$ cat config.mk
export PLATFORM = sky130hd
export DESIGN_NAME = alu_pipe
export DESIGN_NICKNAME = d
export VERILOG_FILES = /design/src/rtl/alu_pipe.sv
export SDC_FILE = /design/constraint.sdc
export NUM_CORES = 1
export LEC_CHECK = 0
export BUFFER_PORTS_ARGS = -buffer_cell sky130_fd_sc_hd__buf_2
export CAP_MARGIN = 20
export CORE_ASPECT_RATIO = 1.2
export CORE_MARGIN = 2
export CORE_UTILIZATION = 67
export CTS_BUF_LIST = sky130_fd_sc_hd__clkbuf_4 sky130_fd_sc_hd__clkbuf_8
export DETAILED_ROUTE_END_ITERATION = 8
export HOLD_SLACK_MARGIN = 0.05
export PLACE_DENSITY = 0.89
export SYNTH_ARGS = -nofsm -noshare
export SYNTH_HDL_FRONTEND = slang
export SYNTH_SLANG_ARGS = --single-unit
$ cat constraint.sdc
create_clock -name Clk -period 5.8 [get_ports Clk]
set_input_delay 1.16 -clock Clk [delete_from_list [all_inputs] [get_ports Clk]]
set_output_delay 1.16 -clock Clk [all_outputs]
set_load 0.05 [all_outputs]
$ cat src/rtl/alu_pipe.sv
// Two-stage pipelined ALU with valid/ready handshakes on both sides.
// Stage A holds the accepted request; stage B holds the computed result and flags.
module alu_pipe #(
  parameter int W  = 8,
  parameter int SW = $clog2(W)
) (
  input  logic         Clk,
  input  logic         Reset,
  input  logic         in_valid,
  output logic         in_ready,
  input  logic [3:0]   op,
  input  logic [W-1:0] a,
  input  logic [W-1:0] b,
  output logic         out_valid,
  input  logic         out_ready,
  output logic [W-1:0] result,
  output logic [3:0]   flags,
  output logic         err,
  input  logic         clr_err
);

  localparam logic [3:0] OP_ADD  = 4'd0;
  localparam logic [3:0] OP_SUB  = 4'd1;
  localparam logic [3:0] OP_AND  = 4'd2;
  localparam logic [3:0] OP_OR   = 4'd3;
  localparam logic [3:0] OP_XOR  = 4'd4;
  localparam logic [3:0] OP_NOT  = 4'd5;
  localparam logic [3:0] OP_LSH  = 4'd6;
  localparam logic [3:0] OP_RSH  = 4'd7;
  localparam logic [3:0] OP_SLT  = 4'd8;
  localparam logic [3:0] OP_SEQ  = 4'd9;
  localparam logic [3:0] OP_ASR  = 4'd10;
  localparam logic [3:0] OP_ROL  = 4'd11;
  localparam logic [3:0] OP_ROR  = 4'd12;
  localparam logic [3:0] OP_SLTU = 4'd13;

  logic         va_q, va_d;
  logic [3:0]   op_a_q, op_a_d;
  logic [W-1:0] a_a_q, a_a_d, b_a_q, b_a_d;
  logic         vb_q, vb_d;
  logic [W-1:0] res_q, res_d;
  logic [3:0]   flags_q, flags_d;
  logic         ill_q, ill_d;
  logic         err_q, err_d;
  logic         ready_b;

  logic [SW-1:0]  sh;
  logic [W:0]     add_w, sub_w, shl_w, shr_w, asr_w;
  logic [2*W-1:0] rol_w, ror_w;
  logic [W-1:0]   alu_res;
  logic           alu_c, alu_v, alu_ill;

  assign ready_b   = !vb_q || out_ready;
  assign in_ready  = !va_q || ready_b;
  assign out_valid = vb_q;
  assign result    = res_q;
  assign flags     = flags_q;
  assign err       = err_q;

  // Shifts are done one bit wider so the last bit shifted out lands in the extra bit.
  always_comb begin
    sh      = b_a_q[SW-1:0];
    add_w   = {1'b0, a_a_q} + {1'b0, b_a_q};
    sub_w   = {1'b0, a_a_q} + {1'b0, ~b_a_q} + (W+1)'(1);
    shl_w   = {1'b0, a_a_q} << sh;
    shr_w   = {a_a_q, 1'b0} >> sh;
    asr_w   = $unsigned($signed({a_a_q, 1'b0}) >>> sh);
    rol_w   = {a_a_q, a_a_q} << sh;
    ror_w   = {a_a_q, a_a_q} >> sh;
    alu_res = '0;
    alu_c   = 1'b0;
    alu_v   = 1'b0;
    alu_ill = 1'b0;
    case (op_a_q)
      OP_ADD: begin
        alu_res = add_w[W-1:0];
        alu_c   = add_w[W];
        alu_v   = (a_a_q[W-1] == b_a_q[W-1]) && (add_w[W-1] != a_a_q[W-1]);
      end
      OP_SUB: begin
        alu_res = sub_w[W-1:0];
        alu_c   = sub_w[W];
        alu_v   = (a_a_q[W-1] != b_a_q[W-1]) && (sub_w[W-1] != a_a_q[W-1]);
      end
      OP_AND:  alu_res = a_a_q & b_a_q;
      OP_OR:   alu_res = a_a_q | b_a_q;
      OP_XOR:  alu_res = a_a_q ^ b_a_q;
      OP_NOT:  alu_res = ~a_a_q;
      OP_LSH: begin
        alu_res = shl_w[W-1:0];
        alu_c   = shl_w[W];
      end
      OP_RSH: begin
        alu_res = shr_w[W:1];
        alu_c   = shr_w[0];
      end
      OP_ASR: begin
        alu_res = asr_w[W:1];
        alu_c   = asr_w[0];
      end
      OP_SLT:  alu_res = {{(W-1){1'b0}}, $signed(a_a_q) < $signed(b_a_q)};
      OP_SLTU: alu_res = {{(W-1){1'b0}}, a_a_q < b_a_q};
      OP_SEQ:  alu_res = {{(W-1){1'b0}}, a_a_q == b_a_q};
      OP_ROL:  alu_res = rol_w[2*W-1:W];
      OP_ROR:  alu_res = ror_w[W-1:0];
      default: alu_ill = 1'b1;
    endcase
  end

  always_comb begin
    va_d    = va_q;
    op_a_d  = op_a_q;
    a_a_d   = a_a_q;
    b_a_d   = b_a_q;
    vb_d    = vb_q;
    res_d   = res_q;
    flags_d = flags_q;
    ill_d   = ill_q;
    err_d   = err_q;
    if (in_ready) begin
      va_d = in_valid;
      if (in_valid) begin
        op_a_d = op;
        a_a_d  = a;
        b_a_d  = b;
      end
    end
    if (ready_b) begin
      vb_d = va_q;
      if (va_q) begin
        res_d   = alu_res;
        flags_d = {alu_res[W-1], alu_res == '0, alu_c, alu_v};
        ill_d   = alu_ill;
      end
    end
    // An illegal-op transfer takes priority over a simultaneous clear.
    if (clr_err) err_d = 1'b0;
    if (vb_q && out_ready && ill_q) err_d = 1'b1;
  end

  // NOTE: state updates use non-blocking assignments so every flop samples pre-edge values.
  always_ff @(posedge Clk or posedge Reset) begin
    if (Reset) begin
      va_q    <= 1'b0;
      op_a_q  <= '0;
      a_a_q   <= '0;
      b_a_q   <= '0;
      vb_q    <= 1'b0;
      res_q   <= '0;
      flags_q <= '0;
      ill_q   <= 1'b0;
      err_q   <= 1'b0;
    end else begin
      va_q    <= va_d;
      op_a_q  <= op_a_d;
      a_a_q   <= a_a_d;
      b_a_q   <= b_a_d;
      vb_q    <= vb_d;
      res_q   <= res_d;
      flags_q <= flags_d;
      ill_q   <= ill_d;
      err_q   <= err_d;
    end
  end

endmodule

==> flow_metrics.tcl, run 1 <==
set metrics [dict create \
    tritoncts "built" \
    grt_pass1_vias 3358 \
    use_met3_pct 4.603 \
    port_buffers 39 \
    maxCapViolCount 0 \
    clock_power_share_pct 16.5 \
    vias_per_cell 6.740 \
    drt-wirelength-per-cell_um 20.54 \
    intPower_w 0.0007143 \
    io_pins 40 \
    nets 505 \
    synth_edf_count 0 \
    busiest_layer "met2" \
    die-area_mm2 0.006479 \
    clk_pin_slew_ns 0.08 \
    place_inst 526 \
    yosys.area.top_type "dfrtp_1" \
    swShare_pct 47.62 \
    tightest_slew_ns 0.9406 \
    yosys_warnings 0 \
    cts_buffers 5 \
    synth_seq_cells 35 \
    cts-root-buf "clkbuf_8" \
    use_met2_pct 57.95 \
    hp-class "reg -> reg" \
    seq_power_share_pct 26.3 \
    cp_max_fo 20 \
    netlist_top_cells_count "dfrtp_1 (35), nand2_1 (31), inv_1 (27)" \
    slew_headroom_pct 36.39 \
    synth_top_cell_area_share_pct 22.35 \
    async_reset_ff_share_pct 100.0 \
    synth_area_leaders "dfrtp_1 (22%), ha_1 (8.0%), mux2_2 (7.5%), mux4_1 (4.0%), mux4_2 (4.0%)" \
    drt_iter0_drc 477 \
    syn_area_mm2 0.003919 \
    wl_um 10970 \
    ctsHtreeMaxLevel 2 \
    use_met1_pct 48.59 \
    holdWs_ns 0.4760 \
    rsz0062_at_grt "false" \
    comb_power_share_pct 57.2 \
    antenna_found_initial 0 \
    start_util_pct 69.14 \
    netlist_instances 439 \
    layout_min_cycle_time_ns 3.754 \
    cp.arrival_ns 3.97 \
    peakVddDrop_mv 0.1913 \
    hpwl_um 8035 \
    yosysMostFrequentCell "dfrtp_1" \
    vias 3599 \
    overflow 0 \
    cts_setup_buffers 0 \
    die_w_um 73.82 \
    finalHoldViolCount 0 \
    cts_sinks 35 \
    fin_tns_setup_ns 0 \
    ys_seq_area_share_pct 22.35 \
    placementRows 30 \
    syn_nets 491 \
    grt_usage_pct 36.17 \
    instances_no_fill 534 \
    gp_congestion 0.9768 \
    n_antenna_cell 0 \
    outcome "finished, final reports clean" \
    startpoint_type "flip-flop" \
    cts_resized 0 \
    drc 0 \
    crit_required_ns 6.01 \
    final_max_slew_viol_count 0 \
    setup_viol 0 \
    leakage_nw 1.788 \
    areaGrowthSynthToFinish_pct 5.524 \
    critPathKind "reg -> reg" \
    power.density_mw_per_mm2 329.8 \
    avgSynthCellArea_um2 8.927 \
    clock-skew-final_ns 0.003999 \
    finalCritPeriodShare_pct 64.72 \
    clk_latency_ns 0.30 \
    cp-end-kind "flip-flop" \
    netlist-cell-type-count 74 \
    hold_buffers 0 \
    grt_start_max_net_pins 37 \
    drive_gt1_share_pct 21.59 \
    switching_power_w 0.0006494 \
    drt_first_pass_iters 6 \
    core_area_mm2 0.005668 \
    fmax_mhz 266.4 \
    cts_buffer_depth 2 \
    ant_nets 0 \
    die_h_um 87.78 \
    synthFlopType "dfrtp_1" \
    grt_pass1_wl_um 17720 \
]
worst paths after layout:
path / slack [ns] / start / endpoint / cells after the start
setup / recovery: 2.05 / b_a_q[2]$_DFFE_PP0P_ / flags[2]$_DFFE_PP0P_ / 9
hold / removal: 0.48 / result[6]$_DFFE_PP0P_ / result[6]$_DFFE_PP0P_ / 2
setup reg to reg: 2.05 / b_a_q[2]$_DFFE_PP0P_ / flags[2]$_DFFE_PP0P_ / 9
hold reg to reg: 0.48 / result[6]$_DFFE_PP0P_ / result[6]$_DFFE_PP0P_ / 2
max in group asynchronous: 4.24 / Reset / b_a_q[7]$_DFFE_PP0P_ / 3
min in group asynchronous: 0.86 / Reset / op_a_q[3]$_DFFE_PP0P_ / 2
area by class of cell:
cell class	instances	area (µm²)
tap	80	100.1
inverter	27	101.3
clock buffer	5	68.82
multi-input combinational	337	2690
clock inverter	3	43.79
timing repair buffer	47	255.2
fill	437	1533
sequential	35	875.8
power groups by stage:
stage | Combinational (W) | Sequential, W | Clock (W)
floorplan | 0.000550 | 0.000421 | 0
CTS | 0.000766 | 0.000358 | 0.000229
global route | 0.000844 | 0.000367 | 0.000240
detailed placement | 0.000762 | 0.000363 | 0
global placement | 0.000753 | 0.000359 | 0
finish | 0.000779 | 0.000359 | 0.000225
sequential cells by signal, indices dropped and copies added (netlist names):
signal and count:
a_a_q 8, b_a_q 8, err 1, flags 3, ill_q 1, op_a_q 4, out_valid 1, result 8
va_q 1
layout by cell type, fill, tap and decap left out, types with 8 or more instances in the layout:
cell type | Yosys | layout
buf_2 | 11 | 39
dfrtp_1 | 35 | 35
nand2_1 | 31 | 31
inv_1 | 27 | 27
mux2_2 | 26 | 26
ha_1 | 25 | 25
a21oi_1 | 24 | 24
nor2_1 | 24 | 24
o21ai_0 | 22 | 22
nor2b_1 | 15 | 15
nand2b_1 | 12 | 12
nand3_1 | 10 | 10
buf_4 | 7 | 8
logic make-up after synthesis:
family / after synthesis / share of synthesized area (%)
flip-flops: 35 / 22.35
AO/OA/AOI/OAI: 123 / 21.87
AND/OR/NAND/NOR: 132 / 18.07
XOR/XNOR: 7 / 1.565
buffers and inverters: 67 / 9.163
multiplexers: 48 / 17.98
adder cells (fa/ha/maj): 27 / 9.004
metrics by stage:
stage / cell area (µm²) / utilization, % / power, W / setup slack, ns
after floorplan: 3919 / - / 0.0009714 / 2.991
after global placement: 4023 / 70.97 / 0.001111 / 2.323
after detailed placement: 4023 / 70.97 / 0.001124 / 2.180
after CTS: 4135 / 72.96 / 0.001352 / 2.144
after global routing: 4135 / 72.96 / 0.001451 / 1.903
final: 4135 / 72.96 / 0.001364 / 2.046
per-layer routing:
layer  wire [µm]  up-vias
li1            -     1651
met1        4278     1690
met2        5243      222
met3        1011       36
met4         434        0
met5           0        -
worst max-delay path, cell delays in order, from the launching register on:
cell      delay [ns]
dfrtp_1         0.79
inv_1           0.43
ha_1            0.61
or3_1           0.17
o221ai_1        0.17
o41ai_1         0.61
o221ai_1        0.24
a21o_1          0.23
a211o_1         0.22
o31ai_1         0.18
No activity file was read; power rests on OpenSTA's default activity.
==> inputs of run 2 (changes only) <==
--- a/config.mk
+++ b/config.mk
@@ -9,11 +9,11 @@
 export CAP_MARGIN = 20
 export CORE_ASPECT_RATIO = 1.2
 export CORE_MARGIN = 2
-export CORE_UTILIZATION = 67
+export CORE_UTILIZATION = 62
 export CTS_BUF_LIST = sky130_fd_sc_hd__clkbuf_4 sky130_fd_sc_hd__clkbuf_8
 export DETAILED_ROUTE_END_ITERATION = 8
 export HOLD_SLACK_MARGIN = 0.05
-export PLACE_DENSITY = 0.89
+export PLACE_DENSITY = 0.83
 export SYNTH_ARGS = -nofsm -noshare
 export SYNTH_HDL_FRONTEND = slang
 export SYNTH_SLANG_ARGS = --single-unit
==> constraint.sdc (replaced) <==
create_clock -name Clk -period 3.5 [get_ports Clk]
set_input_delay 0.7 -clock Clk [delete_from_list [all_inputs] [get_ports Clk]]
set_output_delay 0.7 -clock Clk [all_outputs]
set_load 0.05 [all_outputs]
==> flow_metrics.tcl, run 2 (synthesis results as in run 1) <==
set metrics [dict create \
    outcome "finished, final reports clean" \
    placementRows 31 \
    ctsHtreeMaxLevel 2 \
    vias 3590 \
    design_area_mm2 0.004160 \
    cp_max_fo 15 \
    cts_setup_buffers 0 \
    fill_cells 488 \
    nets 512 \
    maxCapViolCount 0 \
    instances_no_fill 543 \
    overflow 0 \
    antenna_found_initial 0 \
    die_w_um 76.58 \
    cts_buffers 5 \
    setup_viol 0 \
    finalHoldViolCount 0 \
    grt_pass1_wl_um 16740 \
    start_util_pct 64.35 \
    wl_met1_um 4075 \
    clock-skew-final_ns 0.01766 \
    fin_tns_setup_ns 0 \
    slew_headroom_pct 41.93 \
    peakVddDrop_mv 0.2918 \
    final_max_slew_viol_count 0 \
    wl_met3_um 937 \
    leakage_nw 1.803 \
    die_h_um 91.09 \
    finalCritPeriodShare_pct 90.75 \
    grt_start_max_net_pins 36 \
    drt_iter0_drc 408 \
    rsz0062_at_grt "false" \
    hold_depth 2 \
    hold_buffers 0 \
    gp_congestion 1.051 \
    mostFrequentLayoutCell "buf_2" \
    drt_first_pass_iters 5 \
    power.total_w 0.002194 \
    core_area_mm2 0.006090 \
    startpoint_type "flip-flop" \
    highest_layer "met4" \
    final_cell_mix "buf_2 (39), dfrtp_1 (35), nand2_1 (31), inv_1 (27), mux2_2 (26)" \
    tightest_slew_ns 0.8689 \
    routed-wl-met2_um 4596 \
    layout_min_cycle_time_ns 3.176 \
    hpwl_um 7546 \
    cts_buffer_depth 2 \
    die-area_mm2 0.006975 \
    crit_required_ns 3.70 \
    place_inst 535 \
    ant_nets 0 \
    fmax_mhz 314.8 \
    holdWs_ns 0.4711 \
    n_antenna_cell 0 \
    critPathKind "reg -> reg" \
    clk_pin_slew_ns 0.08 \
    cp.arrival_ns 3.38 \
    cp-end-kind "flip-flop" \
    drive_gt1_share_pct 22.56 \
    hp-class "reg -> reg" \
    placed_area_mm2 0.004071 \
    r2r_cells 9 \
    cts-root-buf "clkbuf_8" \
    cts_resized 0 \
    areaGrowthSynthToFinish_pct 6.162 \
    grt_usage_pct 29.92 \
    power.density_mw_per_mm2 527.3 \
    tritoncts "built" \
    clk_latency_ns 0.30 \
    grt_pass1_vias 3433 \
    port_buffers 39 \
    cts_sinks 35 \
    vias_per_cell 6.611 \
    drc 0 \
    wl_um 10240 \
    drt-wirelength-per-cell_um 18.86 \
    io_pins 40 \
]
-- run 2: cell types whose count changed in the layout (fill, tap and decap cells not counted) --
cell        delta
nor4bb_1       +1
nor4bb_2       -1
buf_4          +7
bufinv_16      -1
clkinv_4       -1
clkinvlp_4     +2
-- run 2: critical path, stage by stage (launching register included) --
cell      delay (ns)
dfrtp_1         0.63
inv_1           0.20
ha_1            0.41
o21ba_2         0.19
o221ai_1        0.19
o41ai_1         0.57
o221ai_1        0.23
a21o_1          0.23
a211o_1         0.23
o31ai_1         0.20
-- run 2: area by class of cell --
class / count / area (µm²) / area share, %
Inverter: 27 / 101.3 / 2.436
Tap cell: 82 / 102.6 / 2.466
Clock inverter: 3 / 20.02 / 0.4812
Sequential cell: 35 / 875.8 / 21.05
Multi-Input combinational cell: 337 / 2684 / 64.51
Clock buffer: 5 / 68.82 / 1.654
Timing Repair Buffer: 54 / 307.8 / 7.398
-- run 2: routing by layer --
metal / GRT usage, % / up-vias
met5: 0 / -
met2: 47.64 / 209
met4: 16.52 / 0
met1: 38.30 / 1660
li1: - / 1663
met3: 5.666 / 58
-- run 2: report_power, final --
part	total (W)	internal, W	switching, W
sequential	0.000590	0.000483	0.000107
clock	0.000299	0.000139	0.000160
combinational	0.00130	0.000503	0.000802
total	0.00219	0.00112	0.00107
-- run 2: final timing paths --
kind,startpoint,to,slack (ns)
min in group asynchronous,Reset,result[0]$_DFFE_PP0P_,0.48
worst min-delay path,result[1]$_DFFE_PP0P_,result[1]$_DFFE_PP0P_,0.47
max in group asynchronous,Reset,a_a_q[0]$_DFFE_PP0P_,2.69
worst max-delay path,a_a_q[1]$_DFFE_PP0P_,flags[2]$_DFFE_PP0P_,0.32
worst max register to register,a_a_q[1]$_DFFE_PP0P_,flags[2]$_DFFE_PP0P_,0.32
worst min register to register,result[1]$_DFFE_PP0P_,result[1]$_DFFE_PP0P_,0.47
-- run 2: through the flow --
| step | util [%] | setup slack, ns |
|---|---|---|
| finish | 68.32 | 0.3237 |
| CTS | 68.32 | 0.3701 |
| global route | 68.32 | 0.01091 |
| global placement | 66.86 | 0.5409 |
| detailed placement | 66.86 | 0.3821 |
| floorplan | - | 0.7621 |
==> inputs of run 3 (changes only) <==
--- a/config.mk
+++ b/config.mk
@@ -7,13 +7,13 @@
 export LEC_CHECK = 0
 export BUFFER_PORTS_ARGS = -buffer_cell sky130_fd_sc_hd__buf_2
 export CAP_MARGIN = 20
-export CORE_ASPECT_RATIO = 1.2
+export CORE_ASPECT_RATIO = 0.5
 export CORE_MARGIN = 2
-export CORE_UTILIZATION = 62
+export CORE_UTILIZATION = 60
 export CTS_BUF_LIST = sky130_fd_sc_hd__clkbuf_4 sky130_fd_sc_hd__clkbuf_8
 export DETAILED_ROUTE_END_ITERATION = 8
 export HOLD_SLACK_MARGIN = 0.05
-export PLACE_DENSITY = 0.83
+export PLACE_DENSITY = 0.81
 export SYNTH_ARGS = -nofsm -noshare
 export SYNTH_HDL_FRONTEND = slang
 export SYNTH_SLANG_ARGS = --single-unit
==> flow_metrics.tcl, run 3 (synthesis results as in run 1) <==
set metrics [dict create \
    die-area_mm2 0.007233 \
    outcome "finished, final reports clean" \
    layout_min_cycle_time_ns 3.105 \
    slew_headroom_pct 36.02 \
    critPathKind "reg -> reg" \
    io_pins 40 \
    drt_first_pass_iters 5 \
    nets 516 \
    drt-wirelength-per-cell_um 20.16 \
    cpPeakStageDelay_ns 0.58 \
    final_cell_mix "buf_2 (39), dfrtp_1 (35), nand2_1 (31), inv_1 (27), mux2_2 (26)" \
    maxCapViolCount 0 \
    ant_nets 0 \
    hold_buffers 0 \
    rsz0062_at_grt "false" \
    power.density_mw_per_mm2 548.2 \
    n_antenna_cell 0 \
    port_buffers 39 \
    tritoncts "built" \
    fin_tns_setup_ns 0 \
    grt_usage_pct 31.74 \
    final_util_pct 68.50 \
    tightest_slew_ns 0.9574 \
    hpwl_um 8235 \
    wl_um 11150 \
    r2r_cells 8 \
    layout_setup_ws_ns 0.3952 \
    drt_iter0_drc 407 \
    fmax_mhz 322.1 \
    antenna_found_initial 0 \
    overflow 0 \
    cts-root-buf "clkbuf_8" \
    holdWs_ns 0.4769 \
    rr_endpoint "flags[0]$_DFFE_PP0P_" \
    clk_pin_slew_ns 0.08 \
    crit_chain "inv_1 -> ha_1 -> or3b_2 -> o221ai_1 -> o41ai_1 -> nor2_1 -> mux4_2 -> mux2_2" \
    ctsHtreeMaxLevel 2 \
    grt_pass1_vias 3234 \
    die_h_um 61.15 \
    peakVddDrop_mv 0.3107 \
    drc 0 \
    cts_resized 0 \
    areaGrowthSynthToFinish_pct 8.046 \
    vias_per_cell 6.644 \
    cts_setup_buffers 0 \
    vias 3674 \
    start_util_pct 63.40 \
    instances_no_fill 553 \
    final_max_slew_viol_count 0 \
    cp.arrival_ns 3.31 \
    regToRegStartpoint "a_a_q[4]$_DFFE_PP0P_" \
    grt_start_max_net_pins 36 \
    finalHoldViolCount 0 \
    cts_sinks 35 \
    placementRows 20 \
    pre_cts_ws_ns 0.4951 \
    grt_pass1_wl_um 17330 \
    cp-end-kind "flip-flop" \
    cp_max_fo 13 \
    hp-class "in -> async" \
    leakage_nw 1.845 \
    gp_congestion 1.022 \
    slowest_stage "dfrtp_1" \
    cts_buffer_depth 2 \
    clock-skew-final_ns 0.009002 \
    clk_latency_ns 0.31 \
    rrSetupSlack_ns 0.40 \
    setup_viol 0 \
    finalCritPeriodShare_pct 88.71 \
    crit_required_ns 3.70 \
    drive_gt1_share_pct 23.23 \
    cts_buffers 5 \
    die_w_um 118.3 \
    place_inst 545 \
    core_area_mm2 0.006181 \
    startpoint_type "flip-flop" \
    mostFrequentLayoutCell "buf_2" \
]
-- run 3: changes by cell type in the layout (fill, tap and decap cells not counted) --
cell        change
buf_12          +1
buf_4           +3
bufinv_16       +1
clkinv_4        +1
clkinvlp_4      -2
-- run 3: routing by layer --
metal | share of wire (%) | vias up | track usage [%]
li1 | - | 1676 | -
met1 | 45 | 1766 | 44.67
met2 | 42 | 215 | 49.96
met3 | 12 | 17 | 7.870
met4 | 1.3 | 0 | 8.434
met5 | 0 | - | 0
-- run 3: how the worst max path moves through the flow --
| stage | startpoint | endpoint | slack [ns] | depth (start not counted) |
|---|---|---|---|---|
| 2_1_floorplan | b_a_q[1]$_DFFE_PP0P_ | flags[0]$_DFFE_PP0P_ | 0.76 | 10 |
| 3_3_place_gp | a_a_q[4]$_DFFE_PP0P_ | flags[2]$_DFFE_PP0P_ | 0.57 | 9 |
| 3_5_place_dp | a_a_q[4]$_DFFE_PP0P_ | flags[0]$_DFFE_PP0P_ | 0.50 | 8 |
| 4_1_cts | a_a_q[4]$_DFFE_PP0P_ | flags[2]$_DFFE_PP0P_ | 0.47 | 9 |
| 5_1_grt | a_a_q[4]$_DFFE_PP0P_ | flags[2]$_DFFE_PP0P_ | 0.15 | 9 |
| 6_report | a_a_q[4]$_DFFE_PP0P_ | flags[0]$_DFFE_PP0P_ | 0.40 | 8 |
-- run 3: area by class of cell --
| class | instances | area (µm²) |
|---|---|---|
| clock buffer | 5 | 68.82 |
| multi-input combinational | 337 | 2684 |
| tap | 88 | 110.1 |
| fill | 497 | 1947 |
| inverter | 27 | 101.3 |
| sequential | 35 | 875.8 |
| timing repair buffer | 58 | 350.3 |
| clock inverter | 3 | 43.79 |
-- run 3: power breakdown --
part           internal [W]  switching [W]  leakage (nW)
Sequential         0.000483       0.000107         0.420
Combinational      0.000517       0.000825          1.37
Clock              0.000212       0.000177        0.0581
-- run 3: critical path: cells and delay by family, from the launching register on --
family / cells / cell delay [ns]
AOI/OAI and AO/OA: 2 / 0.75
adders and majority gates: 1 / 0.54
buffers and inverters: 1 / 0.11
DFF: 1 / 0.58
muxes: 2 / 0.71
and+or+nand+nor: 2 / 0.30
-- run 3: stage by stage --
stage,power (W),area [µm²]
final,0.002321,4234
after CTS,0.002289,4234
after global placement,0.001880,4121
after global routing,0.002445,4234
after floorplan,0.001610,3919
after detailed placement,0.001900,4121
